## src/rtl/apb_mem_slave.sv

```systemverilog
`timescale 1ns/1ps
// apb_mem_slave: APB4 completer over a DEPTH x DATA_WIDTH word memory with wait states and byte strobes.
// Optional feature macro APB_SLVERR_EN: flag misaligned / out-of-range transfers with slverr instead of wrapping.
module apb_mem_slave #(
  parameter int ADDR_WIDTH  = 32,
  parameter int DATA_WIDTH  = 32,
  parameter int DEPTH       = 64,
  parameter int WAIT_STATES = 0
) (
  input  logic                    clk,
  input  logic                    rst,
  input  logic                    wr,
  input  logic                    sel,
  input  logic                    enable,
  input  logic [ADDR_WIDTH-1:0]   addr,
  input  logic [DATA_WIDTH-1:0]   wdata,
  input  logic [DATA_WIDTH/8-1:0] strb,
  output logic [DATA_WIDTH-1:0]   rdata,
  output logic                    ready,
  output logic                    slverr,
  output logic                    state_dbg
);

  localparam int NB   = DATA_WIDTH / 8;
  localparam int LSB  = $clog2(NB);
  localparam int IDXW = $clog2(DEPTH);

  // Handshake: a transfer starts with a setup cycle (sel=1, enable=0) and completes
  // on the first access cycle where ready=1; the master holds addr/wr/wdata/strb
  // stable until then. Dropping sel during the access phase abandons the transfer.
  typedef enum logic {
    IDLE   = 1'b0,
    ACCESS = 1'b1
  } state_t;

  state_t                state, state_n;
  logic [3:0]            cnt, cnt_n;
  logic [DATA_WIDTH-1:0] mem [DEPTH];
  logic [IDXW-1:0]       idx;
  logic                  err;
  logic                  done;

  assign idx = addr[LSB +: IDXW];

`ifdef APB_SLVERR_EN
  localparam logic [ADDR_WIDTH-1:0] LOW_MASK = ADDR_WIDTH'((64'd1 << LSB) - 64'd1);
  logic [ADDR_WIDTH-1:0] word_addr;

  assign word_addr = addr >> LSB;
  assign err       = (|(addr & LOW_MASK)) || (word_addr >= ADDR_WIDTH'(DEPTH));
`else
  // Low bits and bits above the index are don't-care: the index wraps modulo DEPTH.
  logic addr_unused;

  assign addr_unused = ^addr;
  assign err         = 1'b0;
`endif

  always_ff @(posedge clk or negedge rst) begin
    if (!rst) begin
      state <= IDLE;
      cnt   <= '0;
    end else begin
      state <= state_n;
      cnt   <= cnt_n;
    end
  end

  always_comb begin
    state_n = state;
    cnt_n   = cnt;
    case (state)
      IDLE: begin
        if (sel && !enable) begin
          state_n = ACCESS;
          cnt_n   = 4'(WAIT_STATES);
        end
      end
      ACCESS: begin
        if (!sel) begin
          state_n = IDLE;
        end else if (cnt != 4'd0) begin
          cnt_n = cnt - 4'd1;
        end else begin
          state_n = IDLE;
        end
      end
      default: state_n = IDLE;
    endcase
  end

  assign done      = (state == ACCESS) && sel && (cnt == 4'd0);
  assign ready     = done;
  assign state_dbg = state;

  always_ff @(posedge clk or negedge rst) begin
    if (!rst) begin
      for (int i = 0; i < DEPTH; i++) begin
        mem[i] <= '0;
      end
    end else if (done && wr && !err) begin
      for (int b = 0; b < NB; b++) begin
        if (strb[b]) begin
          mem[idx][8*b +: 8] <= wdata[8*b +: 8];
        end
      end
    end
  end

  assign rdata = (done && !wr && !err) ? mem[idx] : '0;

`ifdef APB_SLVERR_EN
  assign slverr = done && err;
`else
  assign slverr = 1'b0;
`endif

endmodule

```

## config.mk

```make
export PLATFORM = sky130hd
export DESIGN_NAME = apb_mem_slave
export DESIGN_NICKNAME = d
export VERILOG_FILES = /design/src/rtl/apb_mem_slave.sv
export SDC_FILE = /design/constraint.sdc
export NUM_CORES = 2
export LEC_CHECK = 0
export CORE_ASPECT_RATIO = 0.75
export CORE_UTILIZATION = 56
export CTS_BUF_LIST = sky130_fd_sc_hd__clkbuf_8
export CTS_CLUSTER_DIAMETER = 200
export DETAILED_ROUTE_END_ITERATION = 6
export PLACE_DENSITY_LB_ADDON = 0.15
export SETUP_SLACK_MARGIN = 0.3
export SYNTH_ARGS = -nofsm -noshare
export SYNTH_HDL_FRONTEND = slang
export SYNTH_SLANG_ARGS = --single-unit
```

## constraint.sdc

```tcl
create_clock -name clk -period 5.6 [get_ports clk]
set_input_delay 1.12 -clock clk [delete_from_list [all_inputs] [get_ports clk]]
set_output_delay 1.12 -clock clk [all_outputs]
set_load 0.02 [all_outputs]
```

# ---- Word-level counts from Yosys, hierarchy flattened
# Cells that the tools add are included.
dict set report word_totals {
  ff_bits 2053
  inputBits 73
  word_cells 116
}
dict set report classes {
  n_eq_ne 3
  bitwise_logic 2
  addsub 1
  n_reduce_logical 11
  mux 31
  order_cmp 2
}
# cell n
set ops {}
lappend ops {{$mux 2048} 7}
lappend ops {{$bwmux 2048} 4}
lappend ops {{$demux 32 s6} 4}
lappend ops {{$bmux 32 s6} 1}
lappend ops {{$mux 32} 4}
lappend ops {{$mux 24} 1}
lappend ops {{$mux 16} 1}
lappend ops {{$mux 4} 3}
lappend ops {{$mux 8} 1}
lappend ops {{$pmux 4 s2} 1}
lappend ops {{$ge 7x7->1 const B} 1}
lappend ops {{$lt 7x1->1 const B} 1}
lappend ops {{$not 6->7} 1}
lappend ops {{$logic_and 1x1->1} 6}
lappend ops {{$logic_not 4->1} 1}
lappend ops {{$ne 2x2->1 const B} 2}
lappend ops {{$reduce_bool 4->1} 1}
lappend ops {{$sub 4x1->4 const B} 1}
lappend ops {{$mux 1} 3}
lappend ops {{$reduce_and 3->1} 1}
lappend ops {{$logic_not 1->1} 2}
lappend ops {{$ne 2x1->1 const B} 1}
lappend ops {{$pmux 1 s2} 1}
lappend ops {{$not 1->1} 1}

# ---- Logic depth before layout (Yosys ltp)
dict set report logic_depth {
  depth_word 16
  ltp_mapped 11
}

# ---- Worst setup path after synthesis
# No wires, ideal clock.
dict set report synth_timing {
  path_type {input to output}
  startpoint {input addr[2]}
  endpoint {output rdata[16]}
  required_time_ns 4.480
  arrival_ns 2.947
  setup_slack_ns 1.533
  path_stages 9
  path_cell_list {buf_6 -> buf_6 -> buf_6 -> buf_4 -> buf_2 -> mux2i_1 -> o221ai_1 -> a2111oi_4 -> a41oi_1}
}
dict set report synth_between {
  elab_chain_cells 5
}
# item line_no
set synth_rtl {}
lappend synth_rtl {{from (decl)} 15} ;# input logic [ADDR_WIDTH-1:0] addr,
lappend synth_rtl {{$not 6->7 (not written as such)} 110} ;# assign rdata = (done && !wr && !err) ? mem[idx] : '0;
lappend synth_rtl {{$bmux 32 s6} 110}
lappend synth_rtl {{$mux 32 (not written as such) (2 in series)} 110}
lappend synth_rtl {{$mux 32} 110}
lappend synth_rtl {{to (decl)} 18} ;# output logic [DATA_WIDTH-1:0] rdata,
# Every way passes these cells. The select of a mux whose other input is x is not followed.

# ---- Worst setup path in the final report
dict set report layout_timing {
  startpoint {input addr[2]}
  endpoint {output rdata[13]}
}
# Same word-level chain as after synthesis.

==> impl_metrics.csv <==
group,metric,value,unit
clocking,htree_levels,5,
finish,nets,7106,
yosys,yosysTopAreaCell,"dfrtp_1",
clocking,cts_buffers,336,
finish,area_growth,10.7,%
global_routing,track_usage,37.8,%
placement,placed_area,99000,sq um
yosys,syn_nets,6979,
clocking,clk-insertion-delay-late,1100,ps
placement,io_buffers,80,
die,die_h,359,microns
sta,hold_viol_final,0,
sta,slew_headroom,7.54,%
sta,period_share,96.8,%
finish,final_cell_mix,"2053 x dfrtp_1, 1955 x mux2_2, 466 x a221oi_1",
clocking,ctsHoldBuffers,0,
routing,drt-pass1-iter-count,7,
clocking,clock_sinks,2053,
yosys,synth_area_leaders,"dfrtp_1 54%, mux2_2 23%, a221oi_1 4.3%",
worst_setup_path,worst-path-max-fanout,41,
sta,worstMarginPinSlew,1390,ps
yosys,ys_warn_count,0,
worst_setup_path,r2r_start,"cnt[0]",
sta,finalMaxSlewViolations,0,
finish,final_area,105000,sq um
routing,routedWlPerCell,34.1,microns
die,ios,108,
sta,period_needed,5420,ps
routing,drt.antenna.violating_nets,0,
yosys,synthDistinctLibCells,78,
routing,wirelength,324000,microns
die,die-area,171000,sq um
die,die_w,478,microns
worst_setup_path,critPathCaptureType,"primary output",
sta,setup_viol,0,
yosys,synth_edf_count,0,
clocking,clk_pin_slew_worst_paths,70,ps
power_and_ir_drop,switching_power,7980,uW
power_and_ir_drop,power_frac_comb,8.3,%
clocking,cts_tree,"yes",
placement,preCtsSetupSlack,266,ps
routing,vias_per_cell,6.93,
sta,max_freq,184,MHz
worst_hold_path,hold_path.class,"input port to async pin",
run_status,violations,"design-rule violations",
power_and_ir_drop,p_leak,0.0508,uW
worst_setup_path,cp.required,4480,ps
power_and_ir_drop,sequentialPowerShare,50.6,%
yosys,ys_ff_latch,2053,
yosys,async_flop_share,100,%
placement,gp_congestion,0.918,
clocking,root_buffer,"clkbuf_8",
routing,route.detailed.drc,8,
die,initial_core_util,56.6,%
run_status,status,"finished with violations",
power_and_ir_drop,p_per_area,288,nW/um^2
sta,skew,36.6,ps
yosys,yosysSeqAreaShare,54.0,%
finish,drive_gt1_share,42.9,%
global_routing,grt_pass1_vias,66100,
yosys,avgSynthCellArea,13.8,sq um
global_routing,grt_max_degree,178,
worst_setup_path,rr_worst_depth,10,
die,num_rows,130,
worst_setup_path,crit_path_start,"addr[2]",
global_routing,antenna_found_initial,19,
routing,num_vias,65800,
die,core,168000,sq um
global_routing,gr-total-overflow,0,
global_routing,grt_pass1_wl,474000,microns
yosys,synthesis.area,95100,sq um
routing,drt-initial-drc-count,7576,
yosys,synth_top_area_share,54.0,%
power_and_ir_drop,clock_power_share,41.1,%
worst_setup_path,crit_path_start_kind,"input port",
worst_setup_path,arrival,4300,ps
clocking,clockBufferDepth,4,
yosys,synth_top_flop_cell,"dfrtp_1",
worst_setup_path,critPathKind,"input port to primary output",
flow_run,drv_cap,0,
sta,finalSetupTns,0,ps
power_and_ir_drop,ir_drop,0.222,mV
sta,setup_ws,177,ps
power_and_ir_drop,p_int,22300,uW
placement,post-dp-hpwl,208000,microns
finish,final_common_cell,"dfrtp_1",
power_and_ir_drop,switching_share,26.3,%
sta,rsz0062_at_grt,"false",
yosys,synthCells,6905,
## timing repair
item                                    4_1_cts  5_1_grt
setup buffers                                 3        2
gates resized for setup                       2        7
pin swaps                                     1        0
endpoints found under the setup margin        3        9
## stage by stage
| stage | util, % | instances | total power, uW | hold WS [ps] |
|---|---|---|---|---|
| after floorplan | - | 6905 | 16800 | 452 |
| after global placement | 58.9 | 8933 | 18000 | 463 |
| after detailed placement | 58.9 | 8933 | 18000 | 471 |
| after CTS | 62.6 | 9479 | 30300 | 58.3 |
| after global routing | 62.6 | 9486 | 31200 | 83.5 |
| final | 62.7 | 9495 | 30300 | 48.4 |
## layout make-up
| cell class | count | area (sq um) |
|---|---|---|
| Fill cell | 12800 | 62800 |
| Tap cell | 2244 | 2810 |
| Clock buffer | 399 | 5490 |
| Antenna cell | 14 | 35.0 |
| Clock inverter | 144 | 599 |
| Inverter | 5 | 28.8 |
| Sequential cell | 2053 | 51400 |
| Multi-Input combinational cell | 4243 | 41100 |
| Timing Repair Buffer | 393 | 3790 |
## critical path, cell delays in order
cell and delay [ps]:
buf_8 200, nor2_4 520, buf_4 380, buf_12 310
a221oi_1 120, nor3_1 460, nor3_1 180, and3_1 220
a31oi_1 380, buf_4 210, buf_4 140
## path summary, 6_finish.rpt
check                            end  slack [ps]
setup / recovery           rdata[13]         180
min in group clk             mem[48]         480
max in group asynchronous  mem[1035]        3920
hold reg to reg              mem[48]         480
setup reg to reg            mem[893]        1980
hold / removal              mem[769]          50
## cells in the mapped netlist, drive strengths merged (13+ instances only)
| cell type | count |
|---|---|
| o22ai | 96 |
| nand2 | 132 |
| o211ai | 18 |
| a22oi | 298 |
| mux4 | 44 |
| nor3 | 46 |
| a221oi | 470 |
| o221ai | 34 |
| nor2 | 439 |
| a22o | 19 |
| o21ai | 140 |
| a31oi | 26 |
| mux2i | 112 |
| dfrtp | 2053 |
| a21oi | 75 |
| mux2 | 2087 |
| buf | 259 |
| a221o | 15 |
| nand3 | 13 |
| clkbuf | 345 |
## kinds of logic after synthesis
kind of cell / Yosys count / synth area share, %
xor gates and xnor gates: 2 / 0.0184
and+or+nand+nor: 696 / 5.60
muxes: 2243 / 26.9
AOI/OAI and AO/OA: 1300 / 10.5
adders and majority gates: 1 / 0.0132
buffers and inverters: 609 / 2.89
DFF: 2053 / 54.0
other: 1 / 0.00394
## state kept, by name, summed over array words and instances (netlist names)
| signal | flops |
|---|---|
| mem | 2048 |
| state_dbg | 1 |
| cnt | 4 |
## power groups by stage
stage / clock network [uW] / registers, uW / logic, uW
floorplan: 0 / 15500 / 1260
global placement: 0 / 15600 / 2410
detailed placement: 0 / 15600 / 2460
CTS: 12500 / 15300 / 2470
global route: 13200 / 15400 / 2630
finish: 12400 / 15300 / 2520
## layer usage
layer  vias to the layer above  part of all wire, %  wire, microns  global-route usage, %
met4                        16                  5.1          16500                   17.3
met3                       806                   12          39200                   13.4
met1                     35000                   42         135000                   54.3
met5                         -                0.081            262                  0.694
met2                      3611                   41         133000                   51.1
li1                      26400                    -              -                      -
Power figures use the tool's default switching activity.
